$ cat config.mk
export PLATFORM = sky130hd
export DESIGN_NAME = alu_mc
export DESIGN_NICKNAME = d
export VERILOG_FILES = /design/src/rtl/alu_pkg.sv /design/src/rtl/alu_muldiv_iter.sv /design/src/rtl/alu_mc.sv
export SDC_FILE = /design/constraint.sdc
export NUM_CORES = 1
export LEC_CHECK = 0
export CAP_MARGIN = 5
export CELL_PAD_IN_SITES_DETAIL_PLACEMENT = 0
export CELL_PAD_IN_SITES_GLOBAL_PLACEMENT = 2
export CORE_MARGIN = 2
export CORE_UTILIZATION = 32
export CTS_CLUSTER_DIAMETER = 100
export DETAILED_ROUTE_END_ITERATION = 10
export PLACE_DENSITY_LB_ADDON = 0.3
export SLEW_MARGIN = 15
export SYNTH_ARGS = -nofsm -noshare
export SYNTH_HDL_FRONTEND = slang
export SYNTH_SLANG_ARGS = --single-unit
$ cat constraint.sdc
create_clock -name CLK -period 10.19 [get_ports CLK]
set_input_delay 1.5285 -clock CLK [delete_from_list [all_inputs] [get_ports CLK]]
set_output_delay 1.5285 -clock CLK [all_outputs]
set_load 0.005 [all_outputs]
$ cat src/rtl/alu_pkg.sv
// Shared opcode, FSM-state and flag-index definitions for the multi-cycle ALU.
package alu_pkg;

  localparam logic [3:0] OP_ADD = 4'd0;
  localparam logic [3:0] OP_SUB = 4'd1;
  localparam logic [3:0] OP_AND = 4'd2;
  localparam logic [3:0] OP_OR  = 4'd3;
  localparam logic [3:0] OP_XOR = 4'd4;
  localparam logic [3:0] OP_NOT = 4'd5;
  localparam logic [3:0] OP_SHL = 4'd6;
  localparam logic [3:0] OP_SHR = 4'd7;
  localparam logic [3:0] OP_SAR = 4'd8;
  localparam logic [3:0] OP_ROL = 4'd9;
  localparam logic [3:0] OP_ROR = 4'd10;
  localparam logic [3:0] OP_INC = 4'd11;
  localparam logic [3:0] OP_DEC = 4'd12;
  localparam logic [3:0] OP_CMP = 4'd13;
  localparam logic [3:0] OP_MUL = 4'd14;
  localparam logic [3:0] OP_DIV = 4'd15;

  typedef enum logic [1:0] {
    ST_IDLE = 2'd0,
    ST_CALC = 2'd1,
    ST_DONE = 2'd2
  } state_t;

  localparam int FLG_EQ = 0;
  localparam int FLG_GT = 1;
  localparam int FLG_LT = 2;
  localparam int FLG_Z  = 3;
  localparam int FLG_C  = 4;
  localparam int FLG_V  = 5;
  localparam int FLG_N  = 6;

endpackage

$ cat src/rtl/alu_muldiv_iter.sv
// Iterative unsigned shift-add multiplier / restoring divider, one bit per cycle.
// Optional ALU_MUL_EARLY_TERM_EN: multiply stops once the remaining multiplier bits are zero.
module alu_muldiv_iter #(
  parameter int WIDTH = 8
) (
  input  logic             clk,
  input  logic             rst,
  input  logic             start,
  input  logic             is_div,
  input  logic [WIDTH-1:0] a,
  input  logic [WIDTH-1:0] b,
  output logic             done,
  output logic [WIDTH-1:0] res_lo,
  output logic [WIDTH-1:0] res_hi
);

  localparam int CNT_W = $clog2(WIDTH);
  localparam logic [CNT_W-1:0] CNT_LAST = CNT_W'(WIDTH - 1);

  logic                 busy;
  logic                 div_mode;
  logic                 last;
  logic [CNT_W-1:0]     cnt;
  logic [2*WIDTH-1:0]   prod, prod_nxt;
  logic [2*WIDTH-1:0]   mcand, mcand_nxt;
  logic [WIDTH-1:0]     mplier, mplier_nxt;
  logic [WIDTH-1:0]     quo, quo_nxt;
  logic [WIDTH-1:0]     rem, rem_nxt;
  logic [WIDTH-1:0]     dvsr;
  logic [WIDTH:0]       trial;

  // Bit W of the trial difference is set exactly when the shifted remainder is below the divisor.
  always_comb begin
    trial = {rem, quo[WIDTH-1]} - {1'b0, dvsr};
    if (!trial[WIDTH]) begin
      rem_nxt = trial[WIDTH-1:0];
      quo_nxt = {quo[WIDTH-2:0], 1'b1};
    end else begin
      rem_nxt = {rem[WIDTH-2:0], quo[WIDTH-1]};
      quo_nxt = {quo[WIDTH-2:0], 1'b0};
    end
    prod_nxt   = mplier[0] ? (prod + mcand) : prod;
    mcand_nxt  = mcand << 1;
    mplier_nxt = mplier >> 1;
    last       = (cnt == CNT_LAST);
`ifdef ALU_MUL_EARLY_TERM_EN
    if (!div_mode && (mplier_nxt == '0)) last = 1'b1;
`endif
  end

  // Results are presented from the next-state values so the caller can register them on the final step.
  assign done   = busy && last;
  assign res_lo = div_mode ? quo_nxt : prod_nxt[WIDTH-1:0];
  assign res_hi = div_mode ? rem_nxt : prod_nxt[2*WIDTH-1:WIDTH];

  always_ff @(posedge clk) begin
    if (rst) begin
      busy     <= 1'b0;
      div_mode <= 1'b0;
      cnt      <= '0;
    end else if (start) begin
      busy     <= 1'b1;
      div_mode <= is_div;
      cnt      <= '0;
    end else if (busy) begin
      if (last) begin
        busy <= 1'b0;
        cnt  <= '0;
      end else begin
        cnt <= cnt + CNT_W'(1);
      end
    end
  end

  always_ff @(posedge clk) begin
    if (start) begin
      prod   <= '0;
      mcand  <= {{WIDTH{1'b0}}, a};
      mplier <= b;
      quo    <= a;
      rem    <= '0;
      dvsr   <= b;
    end else if (busy) begin
      prod   <= prod_nxt;
      mcand  <= mcand_nxt;
      mplier <= mplier_nxt;
      quo    <= quo_nxt;
      rem    <= rem_nxt;
    end
  end

endmodule

$ cat src/rtl/alu_mc.sv
// Multi-cycle ALU top: handshake FSM, single-cycle datapath, registered result and flags.
// MUL early termination is selected by ALU_MUL_EARLY_TERM_EN inside alu_muldiv_iter.
module alu_mc
  import alu_pkg::*;
#(
  parameter int WIDTH = 8
) (
  input  logic             CLK,
  input  logic             RST,
  input  logic             IN_VALID,
  output logic             IN_READY,
  input  logic [WIDTH-1:0] A,
  input  logic [WIDTH-1:0] B,
  input  logic [3:0]       S,
  output logic             OUT_VALID,
  input  logic             OUT_READY,
  output logic [WIDTH-1:0] F,
  output logic [WIDTH-1:0] FF,
  output logic             EQUAL,
  output logic             GT,
  output logic             LT,
  output logic             Zero,
  output logic             CarryOut,
  output logic             Overflow
);

  localparam int SH_W = $clog2(WIDTH);

  state_t                state_q, state_d;
  logic [WIDTH-1:0]      a_p0, b_p0;
  logic [3:0]            s_p0;
  logic                  accept, is_iter, load_out, mdu_done;
  logic [WIDTH-1:0]      op_a, op_b, mdu_lo, mdu_hi;
  logic [3:0]            op_s;
  logic [WIDTH-1:0]      res_f, res_ff;
  logic [FLG_N-1:0]      res_flg;
  logic [WIDTH:0]        sum_x, dif_x, inc_x, dec_x;
  logic [2*WIDTH-1:0]    rot_l, rot_r;
  logic signed [WIDTH-1:0] sa;
  logic [SH_W-1:0]       amt;

  function automatic logic add_ovf(input logic [WIDTH-1:0] x, input logic [WIDTH-1:0] y,
                                   input logic [WIDTH-1:0] r);
    return (x[WIDTH-1] == y[WIDTH-1]) && (r[WIDTH-1] != x[WIDTH-1]);
  endfunction

  function automatic logic sub_ovf(input logic [WIDTH-1:0] x, input logic [WIDTH-1:0] y,
                                   input logic [WIDTH-1:0] r);
    return (x[WIDTH-1] != y[WIDTH-1]) && (r[WIDTH-1] != x[WIDTH-1]);
  endfunction

  assign IN_READY  = (state_q == ST_IDLE) && !RST;
  assign OUT_VALID = (state_q == ST_DONE);
  assign accept    = IN_VALID && IN_READY;
  assign is_iter   = (S == OP_MUL) || ((S == OP_DIV) && (B != '0));
  assign load_out  = (accept && !is_iter) || ((state_q == ST_CALC) && mdu_done);

  // Single-cycle ops evaluate straight from the inputs; MUL/DIV finish from the captured copy.
  assign op_a = (state_q == ST_IDLE) ? A : a_p0;
  assign op_b = (state_q == ST_IDLE) ? B : b_p0;
  assign op_s = (state_q == ST_IDLE) ? S : s_p0;

  always_ff @(posedge CLK) begin
    if (accept) begin
      a_p0 <= A;
      b_p0 <= B;
      s_p0 <= S;
    end
  end

  alu_muldiv_iter #(.WIDTH(WIDTH)) u_muldiv (
    .clk    (CLK),
    .rst    (RST),
    .start  (accept && is_iter),
    .is_div (S == OP_DIV),
    .a      (A),
    .b      (B),
    .done   (mdu_done),
    .res_lo (mdu_lo),
    .res_hi (mdu_hi)
  );

  always_ff @(posedge CLK) begin
    if (RST) state_q <= ST_IDLE;
    else     state_q <= state_d;
  end

  always_comb begin
    state_d = state_q;
    case (state_q)
      ST_IDLE: if (accept) state_d = is_iter ? ST_CALC : ST_DONE;
      ST_CALC: if (mdu_done) state_d = ST_DONE;
      ST_DONE: if (OUT_READY) state_d = ST_IDLE;
      default: state_d = ST_IDLE;
    endcase
  end

  always_comb begin
    res_f   = '0;
    res_ff  = '0;
    res_flg = '0;
    sum_x   = {1'b0, op_a} + {1'b0, op_b};
    dif_x   = {1'b0, op_a} - {1'b0, op_b};
    inc_x   = {1'b0, op_a} + (WIDTH+1)'(1);
    dec_x   = {1'b0, op_a} - (WIDTH+1)'(1);
    amt     = op_b[SH_W-1:0];
    sa      = op_a;
    rot_l   = {op_a, op_a} << amt;
    rot_r   = {op_a, op_a} >> amt;
    case (op_s)
      OP_ADD: begin
        res_f          = sum_x[WIDTH-1:0];
        res_flg[FLG_C] = sum_x[WIDTH];
        res_flg[FLG_V] = add_ovf(op_a, op_b, sum_x[WIDTH-1:0]);
      end
      OP_SUB: begin
        res_f          = dif_x[WIDTH-1:0];
        res_flg[FLG_C] = dif_x[WIDTH];
        res_flg[FLG_V] = sub_ovf(op_a, op_b, dif_x[WIDTH-1:0]);
      end
      OP_AND: res_f = op_a & op_b;
      OP_OR:  res_f = op_a | op_b;
      OP_XOR: res_f = op_a ^ op_b;
      OP_NOT: res_f = ~op_a;
      OP_SHL: res_f = op_a << amt;
      OP_SHR: res_f = op_a >> amt;
      OP_SAR: res_f = sa >>> amt;
      OP_ROL: res_f = rot_l[2*WIDTH-1:WIDTH];
      OP_ROR: res_f = rot_r[WIDTH-1:0];
      OP_INC: begin
        res_f          = inc_x[WIDTH-1:0];
        res_flg[FLG_C] = inc_x[WIDTH];
        res_flg[FLG_V] = add_ovf(op_a, WIDTH'(1), inc_x[WIDTH-1:0]);
      end
      OP_DEC: begin
        res_f          = dec_x[WIDTH-1:0];
        res_flg[FLG_C] = dec_x[WIDTH];
        res_flg[FLG_V] = sub_ovf(op_a, WIDTH'(1), dec_x[WIDTH-1:0]);
      end
      OP_CMP: begin
        res_f          = dif_x[WIDTH-1:0];
        res_flg[FLG_C] = dif_x[WIDTH];
      end
      OP_MUL: begin
        res_f          = mdu_lo;
        res_ff         = mdu_hi;
        res_flg[FLG_V] = (mdu_hi != '0);
      end
      OP_DIV: begin
        if (op_b == '0) begin
          res_f          = '1;
          res_ff         = op_a;
          res_flg[FLG_V] = 1'b1;
        end else begin
          res_f  = mdu_lo;
          res_ff = mdu_hi;
        end
      end
    endcase
    res_flg[FLG_EQ] = (op_a == op_b);
    res_flg[FLG_GT] = (op_a > op_b);
    res_flg[FLG_LT] = (op_a < op_b);
    res_flg[FLG_Z]  = (op_s == OP_MUL) ? ({res_ff, res_f} == '0) : (res_f == '0);
  end

  // Output register stage: loads only on entry to DONE, cleared by reset.
  always_ff @(posedge CLK) begin
    if (RST) begin
      F        <= '0;
      FF       <= '0;
      EQUAL    <= 1'b0;
      GT       <= 1'b0;
      LT       <= 1'b0;
      Zero     <= 1'b0;
      CarryOut <= 1'b0;
      Overflow <= 1'b0;
    end else if (load_out) begin
      F        <= res_f;
      FF       <= res_ff;
      EQUAL    <= res_flg[FLG_EQ];
      GT       <= res_flg[FLG_GT];
      LT       <= res_flg[FLG_LT];
      Zero     <= res_flg[FLG_Z];
      CarryOut <= res_flg[FLG_C];
      Overflow <= res_flg[FLG_V];
    end
  end

endmodule
==> flow_summary_export.csv <==
group,metric,value,unit
setup_path,timing.critical_path.mode_cell,"nor2_1",
place,routabilityCongestion,0.9112,
setup_path,crit_family,"compound AO/OA/AOI/OAI gates",
power,seqPwrFrac,0.290,
power,p_leak,0.004001,uW
synth,synth_top_area_share,0.1689,
synth,synth_top_family_by_area,"simple AND/OR/NAND/NOR gates",
synth,syn_inst,1148,
timing,setup_violations,0,
setup_path,cp.required,10500,ps
setup_path,cp-startpoint,"B[0]",
power,powerDensity,198.1,nW/um^2
timing,fin_crit,5384,ps
status,status,"finished clean",
synth,synth_commonest_cells,"nand2_1, nor2_1, a21oi_1",
timing,setup_slack,4806,ps
floorplan,fp.dieW,174.0,um
synth,yosys-top-cells-area,"edfxtp_1, dfxtp_1, ha_1",
global_route,grt_pass1_wl,53920,um
setup_path,crit_buf_inv,2,
global_route,antenna_found_initial,1,
synth,synth-compound-area-share,0.2304,
cells_and_area,area_delta_synth_final,14.35,%
setup_path,slowest_delay,730,ps
timing,fin_tns_setup,0,ps
synth,synth-simple-area-share,0.2404,
synth,ys_ff_latch,113,
synth,synth-edff-count,52,
clock_network,clk_pin_slew,60,ps
routing,first_pass_iters,5,
place,pre_cts_slack,4440,ps
global_route,overflow,0,
synth,muxShareOfSynthArea,0.06183,
synth,synth-xor-area-share,0.03234,
worst_hold_path,hold_start,"F[0]$_SDFFE_PP0P_",
global_route,grtUsageTotal,0.2327,
routing,drc,0,
setup_path,arrival,5690,ps
clock_network,postCtsHoldBufs,0,
clock_network,cts_num_sinks,113,
cells_and_area,nets,1243,
setup_path,timing.rr.start,"state_q[1]$_SDFFE_PP0P_",
synth,synth_area_leader_cell,"edfxtp_1",
place,dp_hpwl,26400,um
cells_and_area,drive_gt1_frac,0.07634,
clock_network,cts_buffer_depth,2,
synth,synth_ff_type,"dfxtp_1",
power,pwr-share-clk,0.281,
cells_and_area,diodes,0,
floorplan,initial_core_util,0.3239,
global_route,grt_max_degree,63,
routing,num_vias,8968,
power,internal_power,1250,uW
clock_network,insertion_delay,420,ps
clock_network,cts_resized,0,
timing,slew_violations,0,
place,io_buffers,47,
global_route,grt_pass1_vias,8641,
synth,async_flop_share,0,
clock_network,cts_tree,"yes",
floorplan,rows,62,
synth,syn_area_per_cell,8.055,um^2
power,swShare,0.4032,
synth,netlist_area,9248,um^2
clock_network,postCtsSetupBuffers,0,
floorplan,die_y,174.0,um
power,switchingPower,844.6,uW
timing,slew-limit-headroom,0.3530,
setup_path,cp_max_fo,20,
setup_path,worstPathCellList,"clkdlybuf4s50_1 -> mux2i_4 -> inv_1 -> ha_1 -> nor2_1 -> nor4_1 -> nor3_1 -> a211oi_1 -> o21ai_0 -> o22ai_1 -> a211oi_2 -> nor2_1 -> a31o_1",
flow_run,drv_cap,0,
synth,yosysWarnings,0,
setup_path,critPathLaunchType,"input port",
clock_network,cts_root_buf,"clkbuf_16",
floorplan,coreArea,28550,um^2
floorplan,io_pins,48,
synth,synth_most_common_cell,"nand2_1",
clock_network,htree_levels,4,
power,peakVddDrop,0.0001113,V
routing,drtIter0Drc,797,
setup_path,end_kind,"flop",
power,p_comb_frac,0.429,
routing,drtAntennaViolNets,0,
clock_network,cts_buffers,17,
routing,drt-total-wl,35260,um
timing,fin_skew,10.06,ps
synth,synthAdderAreaFrac,0.07414,
routing,via_per_inst,5.738,
setup_path,critical_path.slowest_cell,"clkdlybuf4s50_1",
synth,synth_cell_types,95,
timing,fmax,0.1857,GHz
setup_path,worstSetupPathType,"input port to flop",
timing,worst_pin_slew,964.1,ps
worst_hold_path,hp-class,"flop to flop",
timing,rsz0062_at_grt,"no",
floorplan,dieArea,30270,um^2
synth,synth-seq-area-share,0.3009,
timing,period_share,0.5284,
timing,hold_viol_final,0,
synth,synthesis.nets,1225,
routing,wl_per_cell,22.56,um
==> metrics by stage <==
step,std cells,util,total power [uW],instance area [um^2],hold WS [ps]
final,1563,0.3704,2095,10580,449.3
after global routing,1563,0.3704,2232,10580,469.3
after CTS,1563,0.3704,2104,10570,453.0
after detailed placement,1531,0.3502,1511,9997,446.7
after global placement,1531,0.3502,1516,9997,441.7
after floorplan,1148,-,1255,9248,444.0
==> power by group through the flow <==
stage	sequential, uW	combinational (uW)	clock, uW
final	607	899	588
after global routing	618	996	617
after CTS	608	898	598
after detailed placement	618	893	0
after global placement	617	899	0
after floorplan	597	657	0
==> layer usage <==
layer / global-route usage / vias up / wire (um) / share of wire
li1: - / 4277 / - / -
met1: 0.3028 / 4333 / 15510 / 0.44
met2: 0.4009 / 306 / 17120 / 0.49
met3: 0.02712 / 52 / 1652 / 0.047
met4: 0.07738 / 0 / 976 / 0.028
met5: 0 / - / 0 / 0
==> worst reg2reg max path: stages (launching register included) <==
cell and delay, ps:
dfxtp_1 300, buf_4 240, nor2_2 770, mux2i_4 700
inv_1 420, ha_1 330, nor2_1 130, nor4_1 60
nor3_1 420, a211oi_1 200, o21ai_0 440, o22ai_1 180
a211oi_2 290, nor2_1 80, a31o_1 220
==> sequential cells by signal, summed over array words and instances, names as in the netlist <==
register,cells
b_p0,8
Overflow,1
u_muldiv.cnt,3
Zero,1
LT,1
u_muldiv.div_mode,1
s_p0,4
state_q,2
u_muldiv.mcand,16
FF,8
u_muldiv.mplier,8
EQUAL,1
CarryOut,1
u_muldiv.prod,16
u_muldiv.quo,8
GT,1
u_muldiv.rem,8
u_muldiv.busy,1
u_muldiv.dvsr,8
F,8
a_p0,8
==> kinds of logic after synthesis <==
group,Yosys count
and+or+nand+nor,459
AOI/OAI and AO/OA,317
buffers and inverters,123
DFF,113
adders and majority gates,53
muxes,51
xor gates and xnor gates,32
==> worst paths after layout <==
check / slack [ps] / endpoint / cells past startpoint
min: 450 / F[0]$_SDFFE_PP0P_ / 2
min reg2reg: 450 / F[0]$_SDFFE_PP0P_ / 2
max: 4810 / Zero$_SDFFE_PP0P_ / 13
max reg2reg: 5310 / Zero$_SDFFE_PP0P_ / 14
==> cell type report <==
type                       instances  area [um^2]
clock inverter                    15        150.1
fill                            3028        17970
inverter                          56        210.2
tap                              384        480.5
sequential                       113         2783
timing repair buffer              66        613.1
clock buffer                      17        425.4
multi-input combinational        912         5913
==> layout by cell type (no fill, tap or decap), types with 14 or more instances in the layout <==
cell / n
nand2_1: 156
nor2_1: 96
a21oi_1: 82
dfxtp_1: 61
edfxtp_1: 52
inv_1: 50
ha_1: 50
clkdlybuf4s50_1: 47
o21ai_0: 44
nand3_1: 43
mux2i_1: 38
nor3_1: 37
a31oi_1: 29
xnor2_1: 25
nor2b_1: 21
buf_4: 19
a211oi_1: 18
clkbuf_16: 17
nor4_1: 16
o211ai_1: 15
nand2b_1: 15
o22ai_1: 14
Note: power is estimated with default switching activity, not from simulation.
